`config.mk`:
```
export PLATFORM = sky130hd
export DESIGN_NAME = uart_tx_buffer
export DESIGN_NICKNAME = d
export VERILOG_FILES = /design/src/rtl/uart_tx_buffer.sv
export SDC_FILE = /design/constraint.sdc
export NUM_CORES = 1
export LEC_CHECK = 0
export CAP_MARGIN = 15
export CORE_MARGIN = 8
export CORE_UTILIZATION = 40
export DETAILED_ROUTE_END_ITERATION = 12
export PLACE_DENSITY = 0.7
export SYNTH_ARGS = -nofsm -noshare
export SYNTH_HDL_FRONTEND = slang
export SYNTH_SLANG_ARGS = --single-unit
```
`constraint.sdc`:
```
create_clock -name clk -period 2.4 [get_ports clk]
set_input_delay 0.36 -clock clk [delete_from_list [all_inputs] [get_ports clk]]
set_output_delay 0.36 -clock clk [all_outputs]
set_load 0.005 [all_outputs]
```
`src/rtl/uart_tx_buffer.sv`:
```
// uart_tx_buffer: byte FIFO in front of UART_TX with a launch state machine.
// Software writes bursts into the FIFO; the machine drains one byte at a time,
// pulsing start_TX and tracking tx_active, and reports aggregate busy status.
module uart_tx_buffer #(
    parameter int DEPTH_BITS   = 4,
    parameter int RISE_TIMEOUT = 16
) (
    input  logic                  clk,
    input  logic                  reset_n,
    input  logic                  wr_en,
    input  logic [7:0]            wr_data,
    output logic                  full,
    output logic [DEPTH_BITS:0]   count,
    output logic                  tx_busy,
    output logic                  overflow,
    output logic                  tx_timeout,
    input  logic                  flag_clr,
    output logic                  start_TX,
    output logic [7:0]            tx_data,
    input  logic                  tx_active
);

    localparam int DEPTH = 2 ** DEPTH_BITS;
    localparam int TW    = (RISE_TIMEOUT > 1) ? $clog2(RISE_TIMEOUT) : 1;

    typedef enum logic [1:0] {
        IDLE      = 2'd0,
        LAUNCH    = 2'd1,
        WAIT_RISE = 2'd2,
        WAIT_FALL = 2'd3
    } state_t;

    state_t                state_q, state_d;
    logic [DEPTH_BITS-1:0] wr_ptr_q, wr_ptr_d;
    logic [DEPTH_BITS-1:0] rd_ptr_q, rd_ptr_d;
    logic [DEPTH_BITS:0]   count_q, count_d;
    logic [TW-1:0]         tmr_q, tmr_d;
    logic                  start_q, start_d;
    logic [7:0]            data_q, data_d;
    logic                  ovf_q, ovf_d;
    logic                  to_q, to_d;
    logic [7:0]            mem_q [DEPTH];

    logic                  push;
    logic                  drop;
    logic                  pop;
    logic                  to_set;

    assign full       = (count_q == (DEPTH_BITS + 1)'(DEPTH));
    assign count      = count_q;
    assign tx_busy    = (count_q != '0) || (state_q != IDLE) || tx_active;
    assign overflow   = ovf_q;
    assign tx_timeout = to_q;
    assign start_TX   = start_q;
    assign tx_data    = data_q;

    assign push = wr_en && !full;
    assign drop = wr_en && full;

    // Launch FSM next-state: pop only on IDLE->LAUNCH, timeout while waiting for rise
    always_comb begin
        state_d = state_q;
        tmr_d   = tmr_q;
        pop     = 1'b0;
        to_set  = 1'b0;
        case (state_q)
            IDLE: begin
                if ((count_q != '0) && !tx_active) begin
                    state_d = LAUNCH;
                    pop     = 1'b1;
                end
            end
            LAUNCH: begin
                tmr_d   = '0;
                state_d = WAIT_RISE;
            end
            WAIT_RISE: begin
                if (tx_active) begin
                    state_d = WAIT_FALL;
                end else if (tmr_q == TW'(RISE_TIMEOUT - 1)) begin
                    to_set  = 1'b1;
                    state_d = IDLE;
                end else begin
                    tmr_d = tmr_q + 1'b1;
                end
            end
            WAIT_FALL: begin
                if (!tx_active) begin
                    state_d = IDLE;
                end
            end
            default: begin
                state_d = IDLE;
            end
        endcase
        // start_TX is registered, so it is high exactly while state_q == LAUNCH
        start_d = (state_d == LAUNCH);
    end

    // FIFO pointers, occupancy, output byte and sticky flags next-state
    always_comb begin
        wr_ptr_d = push ? wr_ptr_q + 1'b1 : wr_ptr_q;
        rd_ptr_d = pop  ? rd_ptr_q + 1'b1 : rd_ptr_q;
        case ({push, pop})
            2'b10:   count_d = count_q + 1'b1;
            2'b01:   count_d = count_q - 1'b1;
            default: count_d = count_q;
        endcase
        data_d = pop ? mem_q[rd_ptr_q] : data_q;
        // a new event in the same cycle as flag_clr keeps the flag set
        ovf_d  = drop   | (ovf_q & ~flag_clr);
        to_d   = to_set | (to_q  & ~flag_clr);
    end

    // Control and status registers with synchronous active-low reset
    always_ff @(posedge clk) begin
        if (!reset_n) begin
            state_q  <= IDLE;
            wr_ptr_q <= '0;
            rd_ptr_q <= '0;
            count_q  <= '0;
            tmr_q    <= '0;
            start_q  <= 1'b0;
            data_q   <= '0;
            ovf_q    <= 1'b0;
            to_q     <= 1'b0;
        end else begin
            state_q  <= state_d;
            wr_ptr_q <= wr_ptr_d;
            rd_ptr_q <= rd_ptr_d;
            count_q  <= count_d;
            tmr_q    <= tmr_d;
            start_q  <= start_d;
            data_q   <= data_d;
            ovf_q    <= ovf_d;
            to_q     <= to_d;
        end
    end

    // FIFO storage; contents are don't-care until written, so no reset
    always_ff @(posedge clk) begin
        if (push && reset_n) begin
            mem_q[wr_ptr_q] <= wr_data;
        end
    end

endmodule

```
### Word-level counts from Yosys, hierarchy flattened

Memories as Yosys holds them, arrays and structs flattened. A register that Yosys moved wholly into a read port is not among the register bits.
Cells that the tools add are included.
Widths: inputs -> output; s select.

| storage, ports and cells | value |
|---|---|
| bits in registers | 22 |
| bits in writable memories | 128 |
| bits of input ports | 13 |
| output and inout bits | 18 |
| logic and storage cells | 60 |
| memories | 1 |

Memory list:

| name | words | bits a word | rd ports | clocked after Yosys merged registers in | wr ports | line | RTL |
|---|---|---|---|---|---|---|---|
| mem_q | 16 | 8 | 1 | 1 | 1 | 42 | `logic [7:0] mem_q [DEPTH];` |

| operators by class | value |
|---|---|
| add/sub/neg operators | 5 |
| equality and inequality tests | 10 |
| muxes and demuxes | 16 |
| bitwise gates (word level) | 5 |
| reduce and logical (&&, ||, !) cells | 15 |

Operator list:

| cell | number |
|---|---|
| $add 4x1->4 const B | 3 |
| $pmux 5 s2 | 1 |
| $mux 2 | 4 |
| $mux 4 | 2 |
| $pmux 2 s4 | 1 |
| $pmux 4 s2 | 1 |
| $mux 1 | 7 |
| $eq 2x1->1 const B | 3 |
| $eq 2x2->1 const B | 3 |
| $reduce_bool 2->1 | 3 |
| $add 5x1->5 const B | 1 |
| $eq 5x5->1 const B | 1 |
| $reduce_bool 5->1 | 1 |
| $sub 5x1->5 const B | 1 |
| $eq 4x4->1 const B | 1 |
| $logic_and 1x1->1 | 4 |
| $ne 2x2->1 const B | 2 |
| $logic_not 1->1 | 3 |
| $reduce_and 3->1 | 1 |
| $and 1x1->1 | 2 |
| $logic_not 2->1 | 1 |
| $logic_or 1x1->1 | 2 |
| $or 1x1->1 | 2 |
| $not 1->1 | 1 |

### Longest topological paths before layout

Gate-level depths: netlist of the first run.

| depth | value |
|---|---|
| depth in word-level cells | 6 |
| mapped depth | 12 |
| depth with buffers taken out | 10 |

### Worst setup path before layout of the first run

Ideal clock, no wire load.

| timing path | value |
|---|---|
| path kind | input-to-reg |
| start | input port tx_active |
| end | register count_q[4], in the netlist count[4] |
| library setup time | 64 ps |
| data arrival time | 2488 ps |
| data required time | 2336 ps |
| path slack | -152 ps |
| cell stages on the path | 11 |
| buffers on the path | 2 |
| path through | nor3_1 a21boi_2 buf_2 ha_1 buf_2 xor2_1 ha_1 a21oi_1 o2bb2ai_1 or4_1 nand4_1 |

| between the ends | value |
|---|---|
| cells in the longest elaborated chain, start to end | 6 |
| elaborated cells between the ends (all ways) | 8 |
| classes of those cells | eq/ne: 2; mux: 3; reduce/logical: 3 |

RTL lines:

| element | line | RTL |
|---|---|---|
| start: declaration | 20 | `input logic tx_active` |
| $logic_not 1->1 (*) | -- |  |
| $logic_and 1x1->1 (*) | 68 | `if ((count_q != '0) && !tx_active) begin` |
| $mux 1 (*) | 68 |  |
| $mux 1 (*) | 66 | `case (state_q)` |
| named net pop | 46 | `logic pop;` |
| $eq 2x1->1 / $eq 2x2->1 (equally long branches) | 104 | `case ({push, pop})` |
| $pmux 5 s2 / $reduce_bool 2->1 (equally long branches) | -- |  |
| end signal: assignment | 131 | `count_q <= count_d;` |
| end: declaration | 36 | `logic [DEPTH_BITS:0] count_q, count_d;` |

The timed path passes the listed nets; every way through them passes the cells marked *.
A chain may end at the register's enable or synchronous reset.

### Final worst setup path of the first run

| timing path | value |
|---|---|
| start | input port tx_active |
| end | register count_q[4], in the netlist count[4] |

| between the ends | value |
|---|---|
| cells in the longest elaborated chain, start to end | 6 |
| elaborated cells between the ends (all ways) | 8 |
| classes of those cells | eq/ne: 2; mux: 3; reduce/logical: 3 |

RTL lines:

| element | line |
|---|---|
| $logic_not 1->1 (*) | -- |
| $logic_and 1x1->1 (*) | 68 |
| $mux 1 (*) | 68 |
| $mux 1 (*) | 66 |
| $eq 2x1->1 / $eq 2x2->1 (equally long branches) | 104 |
| $pmux 5 s2 / $reduce_bool 2->1 (equally long branches) | -- |

Mark *: on every way between the ends. The rest lies on a longest branch, timed or not.

==> summary.txt, run 1 <==
Status
  • Status: completed

Min path
  • Worst Hold Class: reg2reg
  • Hold Crit Start: tx_timeout

Power
  • Peak VDD IR: 558.4 uV
  • Power Density: 981.1 mW/mm^2
  • Leak: 2.560 nW

GRT
  • Vias in the first global route: 3885
  • GRT Overall Usage: 0.1440
  • Final global-route overflow total: 0
  • First-pass GRT wire length: 21650 um
  • Initial antenna violation count: 0
  • Largest net degree at the start of global routing: 24

Critical path
  • CP Data Arrival Time: 2.69 ns
  • Worst-path fanout max: 21
  • CP Launch Point: tx_active
  • Worst-path cell chain: clkdlybuf4s50_1, nor3_2, a21boi_2, buf_6, ha_1, nand2b_1, a211oi_2, or4_1, nand4_1
  • Critical Path Start Type: input port
  • Crit path kind: in2reg
  • CP Capture Type: register
  • CP max-delay cell: or4_1
  • Crit-path leading delay family: simple AND/OR/NAND/NOR gates
  • Reg2Reg Launch Point: count[0]
  • Crit path required time: 2.76 ns
  • Slowest cell delay on critical path: 0.50 ns
  • Buf+Inv Stages, Crit Path: 2

Detailed routing
  • DRT iter0 DRCs: 310
  • DRC: 0
  • Via-per-instance ratio: 5.338
  • Drt total wl: 13960 um
  • Post-route ant nets: 0
  • Routed via count: 3790
  • Routed WL per cell: 19.66 um
  • TritonRoute pass-1 iters: 4

Floorplanning
  • Total core area: 0.01577 sq mm
  • I/O pins: 31
  • Initial Util: 0.4049
  • Die X: 142.3 um
  • Chip height: 142.3 um
  • Rows: 46
  • Full die area: 0.02026 sq mm

Placed design
  • Input/output buffers: 30
  • Routability cong.: 0.8585
  • Placement Setup Slack: -0.2949 ns
  • Final HPWL DP: 9009 um

Synthesis
  • Primary FF master, synth: edfxtp_1
  • Synth top area cells: edfxtp_1 60%, dfxtp_1 9.4%, mux4_2 5.6%
  • Synth warnings: 0
  • Synth cell count leaders: 128 x edfxtp_1, 42 x nor2_1, 35 x mux2i_1
  • Fraction of registers with async set/reset: 0
  • Post-synthesis cell type count: 46
  • Flops & latches, synth: 158
  • Average cell area after synthesis: 15.50 sq um
  • Syn Std Cell Area: 0.006385 sq mm
  • Cell type with the largest total area after synthesis: edfxtp_1
  • Post-Synthesis Cells: 412
  • Number of synthesized flops with an enable pin: 128
  • Sequential share of the synthesized area: 0.6961
  • Net Count, Synth: 435
  • Yosys top cell area share: 0.6020
  • Most common cell in the netlist: edfxtp_1

Run
  • Max Cap Viol: 0

STA
  • WHS: 0.5024 ns
  • Final Hold Viols: 0
  • Min cycle time layout: 2.335 ns
  • Tcrit/Tclk final: 0.9728
  • Final Setup Violations: 0
  • Max_slew headroom: 0.4651
  • Max-slew violation count: 0
  • Setup Skew: 0.009219 ns
  • Setup WS post-layout: 0.06518 ns
  • Fmax: 0.4283 GHz
  • Post-route setup TNS: 0 ns
  • Worst Tran Pin Value: 0.8007 ns

CTS
  • Clk_lat worst skew: 0.44 ns
  • Clock Path Buffers: 2
  • Root Driver: clkbuf_16
  • Post-CTS Hold Buffers: 0
  • # clock sinks: 158
  • Clock-pin slew on the worst setup and hold paths: 0.06 ns
  • H-tree Lvls: 4
  • CTS tree: done
  • Total CTS buffers: 17

Layout
  • Synthesis-to-finish area growth: 22.83%
  • Layout cells sized above 1: 0.2206
  • Nets@finish: 504
  • Ant. Diodes: 0
-- worst min-delay path, stage by stage, from the launching register on --
cell	delay, ns
dfxtp_1	0.33
a2bb2oi_1	0.07
nor2_1	0.07
-- layout by cell type (no fill, tap or decap), drive strengths merged, types with 2 or more instances in the layout --
cell           synthesis  final
a22oi                 10     10
nor3b                  2      2
nand2                  9      9
ha                    10     10
a21boi                 3      3
xor2                   7      7
inv                    6     15
or3b                   2      2
clkdlybuf4s50          0     29
clkinv                 0      3
nor3                   4      4
edfxtp               128    128
buf                   14     42
o211ai                 5      5
nand3b                 5      5
mux2i                 35     35
nand3                  7      7
a21oi                  6      6
xnor2                  3      3
nor2b                  3      3
nand2b                 2      2
dfxtp                 30     30
and3                   5      5
or4                    2      2
nor2                  42     42
mux4                  16     16
o22ai                 16     16
clkbuf                 8     19
a31oi                 11     11
or3                    3      3
o21ai                 10     10
-- per-layer routing --
| layer | vias to the layer above | track usage | wire length, um |
|---|---|---|---|
| met5 | - | 0 | 0 |
| met3 | 30 | 0.04227 | 828 |
| met4 | 0 | 0.05313 | 320 |
| li1 | 1746 | - | - |
| met2 | 123 | 0.2318 | 6845 |
| met1 | 1891 | 0.1806 | 5967 |
-- area by class of cell --
cell class / instances / area, sq um
Clock buffer: 19 / 432.9
Timing Repair Buffer: 72 / 643.1
Multi-Input combinational cell: 226 / 1884
Fill cell: 1351 / 7928
Sequential cell: 158 / 4448
Tap cell: 216 / 270.3
Clock inverter: 13 / 141.4
Inverter: 6 / 22.52
-- sequential cells by signal (all words and copies together), names as in the netlist --
signal	count
mem_q	128
tx_data	8
count	5
rd_ptr_q	4
tmr_q	4
wr_ptr_q	4
state_q	2
overflow	1
start_TX	1
tx_timeout	1
-- metrics by stage --
stage	area, sq um	power, mW	utilization	cells
floorplan	6427	4.255	-	412
global placement	7184	4.885	0.4556	674
detailed placement	7184	4.941	0.4556	674
CTS	7785	7.637	0.4937	708
global route	7843	8.008	0.4973	710
finish	7843	7.694	0.4973	710
-- report_power, final --
part	total [mW]	switching, mW	internal (mW)
registers	3.29	0.149	3.14
clock network	2.64	1.17	1.47
logic	1.76	0.874	0.890
total	7.69	2.19	5.50
-- kinds of logic after synthesis --
kind of cell    after synthesis  synth area share
mux                          52            0.1131
fa+ha+maj                    10           0.01960
simple gates                 89           0.06918
flops                       158            0.6961
buf+inv                      28           0.02019
compound gates               65           0.06820
xor+xnor                     10           0.01372
-- repair_timing --
action / 4_1_cts / 5_1_grt
pin swaps: 2 / 8
resized for setup: 3 / 10
setup endpoints to repair: 2 / 3
buffers inserted: 2 / 2
-- worst paths after layout --
check        slack (ns)    endpoint  depth (start not counted)
max                0.07    count[4]                          9
min                0.50  tx_timeout                          2
max reg2reg        0.07    count[4]                          9
min reg2reg        0.50  tx_timeout                          2
No activity file was read; power rests on OpenSTA's default activity.
==> run 2, diff against run 1 <==
- PLACE_DENSITY: 0.7 -> default
- REMOVE_ABC_BUFFERS: default -> 1
- clock period: 2.4 -> 2.14 ns (I/O delays scaled with it)
==> run 2 against run 1 <==
Net effect:
- the flow now finishes with violations (setup timing)
- flip-flop and latch count did not move
- final cell count rose by 0.99%
- power up 13%
- register-to-register slack got worse by 0.17 ns
- critical path type is now reg2reg
- largest power group unchanged
==> summary.txt, run 2 (same netlist as run 1, synthesis figures left out) <==
Status
  • Status: complete, but fails checks
  • Failing checks: setup timing

Power
  • P_int: 6.328 mW (+15%)
  • PnR Total Power: 8.687 mW (+13%)
  • Sequential power share: 0.423 (-0.004)
  • Combinational power share: 0.245 (+0.016)
  • Sw power: 2.359 mW (+7.6%)
  • Power Density: 1096 mW/mm^2 (+12%)
  • Peak VDD IR: 556.8 uV (-0.30%)
  • Leak: 2.598 nW (+1.5%)
  • Switching share of power: 0.2716 (-0.01345)
  • Clk pwr share: 0.331 (-0.012)

STA
  • Min cycle time layout: 2.245 ns
  • Post-route setup TNS: -0.2170 ns (-0.2170 ns)
  • RSZ-0062 raised after global routing: yes
  • Max-slew violation count: 0 (unchanged)
  • WHS: 0.4996 ns (-0.002748 ns)
  • Setup WS post-layout: -0.1051 ns (-0.1703 ns)
  • Setup Skew: 0.01573 ns (+0.006509 ns)
  • Final Hold Viols: 0 (unchanged)
  • Tcrit/Tclk final: 1.049
  • Final Setup Violations: 3 (+3)
  • Fmax: 0.4454 GHz
  • Max_slew headroom: 0.5273 (+0.06221)
  • Worst Tran Pin Value: 0.7068 ns (-0.09388 ns)

CTS
  • Total CTS buffers: 17 (unchanged)
  • Clock-pin slew on the worst setup and hold paths: 0.06 ns (about the same)
  • Clock Path Buffers: 2 (unchanged)
  • H-tree Lvls: 4 (unchanged)
  • Clk_lat worst skew: 0.42 ns (-0.02 ns)
  • Post-CTS Hold Buffers: 0 (unchanged)
  • CTS tree: done
  • # clock sinks: 158 (unchanged)
  • Root Driver: clkbuf_16

Floorplanning
  • I/O pins: 31 (unchanged)
  • Initial Util: 0.4049 (unchanged)
  • Total core area: 0.01577 sq mm (unchanged)
  • Die X: 142.3 um (unchanged)
  • Full die area: 0.02026 sq mm (unchanged)
  • Chip height: 142.3 um (unchanged)
  • Rows: 46 (unchanged)

Layout
  • Biggest register: mem_q
  • Multi-input gate area: 0.001908 sq mm (+1.3%)
  • Most frequent cells in the layout: 128 x edfxtp_1, 44 x buf_4, 41 x nor2_1, 35 x mux2i_1, 28 x clkdlybuf4s50_1
  • Max reg flops: 128 (unchanged)
  • Non-Filler Instances: 717 (+0.99%)
  • Nets@finish: 511 (+1.4%)
  • Fillers: 1331 (-1.5%)
  • Seq. cell area: 0.004448 sq mm (unchanged)
  • Commonest non-fill, non-tap cell in the layout: edfxtp_1
  • Finished Core Util: 0.5028 (+0.005475)
  • Final instance area: 0.007929 sq mm (+1.1%)
  • Ant. Diodes: 0 (unchanged)
  • Synthesis-to-finish area growth: 24.18%
  • Layout cells sized above 1: 0.2335 (+0.01289)

Critical path
  • CP Capture Type: register
  • Worst-path fanout max: 5 (-76%)
  • Critical Path Start Type: register
  • CP Data Arrival Time: 2.60 ns (-0.09 ns)
  • Slowest cell delay on critical path: 0.46 ns (-0.04 ns)
  • Buf+Inv Stages, Crit Path: 4 (+2)
  • Crit-path leading delay family: simple AND/OR/NAND/NOR gates
  • Worst-path cell chain: nor4_2, buf_4, buf_6, a21boi_4, ha_4, buf_4, buf_4, nor3b_1, o2bb2ai_2, or4_1, nand4_1
  • CP max-delay cell: or4_1
  • Crit path kind: reg2reg
  • Crit path required time: 2.49 ns (-0.27 ns)
  • Most Frequent Cell on Critical Path: buf_4

Detailed routing
  • DRC: 0 (unchanged)
  • Via-per-instance ratio: 5.181 (-2.9%)
  • Post-route ant nets: 0 (unchanged)
  • Routed via count: 3715 (-2.0%)
  • DRT iter0 DRCs: 342 (+10%)
  • Drt total wl: 13990 um (+0.17%)
  • TritonRoute pass-1 iters: 4 (unchanged)
  • Routed WL per cell: 19.50 um (-0.81%)

GRT
  • Largest net degree at the start of global routing: 23 (-4.2%)
  • Vias in the first global route: 3715 (-4.4%)
  • Final global-route overflow total: 0 (unchanged)
  • First-pass GRT wire length: 21380 um (-1.2%)
  • GRT Overall Usage: 0.1434 (-0.0005695)
  • Initial antenna violation count: 0 (unchanged)

Placed design
  • Placed Cells: 681 (+1.0%)
  • Routability cong.: 0.7832 (-8.8%)
  • Input/output buffers: 30 (unchanged)
  • Final HPWL DP: 9129 um (+1.3%)
  • Placement Setup Slack: -0.5698 ns (-0.2749 ns)
  • Placed Instance Area: 0.007226 sq mm (+0.57%)

Run
  • Max Cap Viol: 0 (unchanged)

Min path
  • Worst Hold Class: reg2reg
-- run 2: cell types whose count changed in the layout (fill, tap and decap cells not counted), sizes merged --
cell / change
bufinv: +1
dlygate4sd2: -1
buf: +7
clkbuf: -1
clkinv: +4
clkdlybuf4s50: -1
dlymetal6s2s: +1
inv: -5
clkinvlp: +2
-- run 2: final timing paths --
path | from | endpoint | slack (ns) | depth (start not counted)
max | count[0] | count[4] | -0.11 | 11
min | tx_timeout | tx_timeout | 0.50 | 2
max reg2reg | count[0] | count[4] | -0.11 | 11
min reg2reg | tx_timeout | tx_timeout | 0.50 | 2
-- run 2: cell type report --
| class | count | share of cell area |
|---|---|---|
| clock inverter | 15 | 0.01815 |
| timing repair buffer | 79 | 0.08963 |
| multi-input combinational | 226 | 0.2407 |
| sequential | 158 | 0.5610 |
| clock buffer | 17 | 0.05365 |
| tap | 216 | 0.03409 |
| inverter | 6 | 0.002840 |
-- run 2: worst register-to-register path: stages, from the launching register on --
cell and delay (ns):
dfxtp_2 0.32, nor4_2 0.26, buf_4 0.18, buf_6 0.11
a21boi_4 0.06, ha_4 0.18, buf_4 0.13, buf_4 0.14
nor3b_1 0.14, o2bb2ai_2 0.12, or4_1 0.46, nand4_1 0.08
-- run 2: layer usage --
metal	global-route usage	share of wire	wire (um)	vias to the layer above
li1	-	-	-	1749
met1	0.1824	0.44	6143	1881
met2	0.2351	0.51	7085	79
met3	0.03690	0.046	639	6
met4	0.04530	0.0083	116	0
met5	0	0	0	-
-- run 2: power by group through the flow --
stage,Clock [mW],Sequential [mW],Combinational [mW]
6_report,2.88,3.68,2.13
2_1_floorplan,0,3.77,0.857
3_5_place_dp,0,3.74,1.90
5_1_grt,3.06,3.69,2.31
3_3_place_gp,0,3.73,1.85
4_1_cts,2.93,3.67,2.03
-- run 2: repair_timing --
action / in CTS / in global routing
resized for setup: 15 / 14
buffers inserted: 4 / 0
pin swaps: 9 / 4
endpoints found under the setup margin: 4 / 5
hold endpoints to repair: 0 / 0
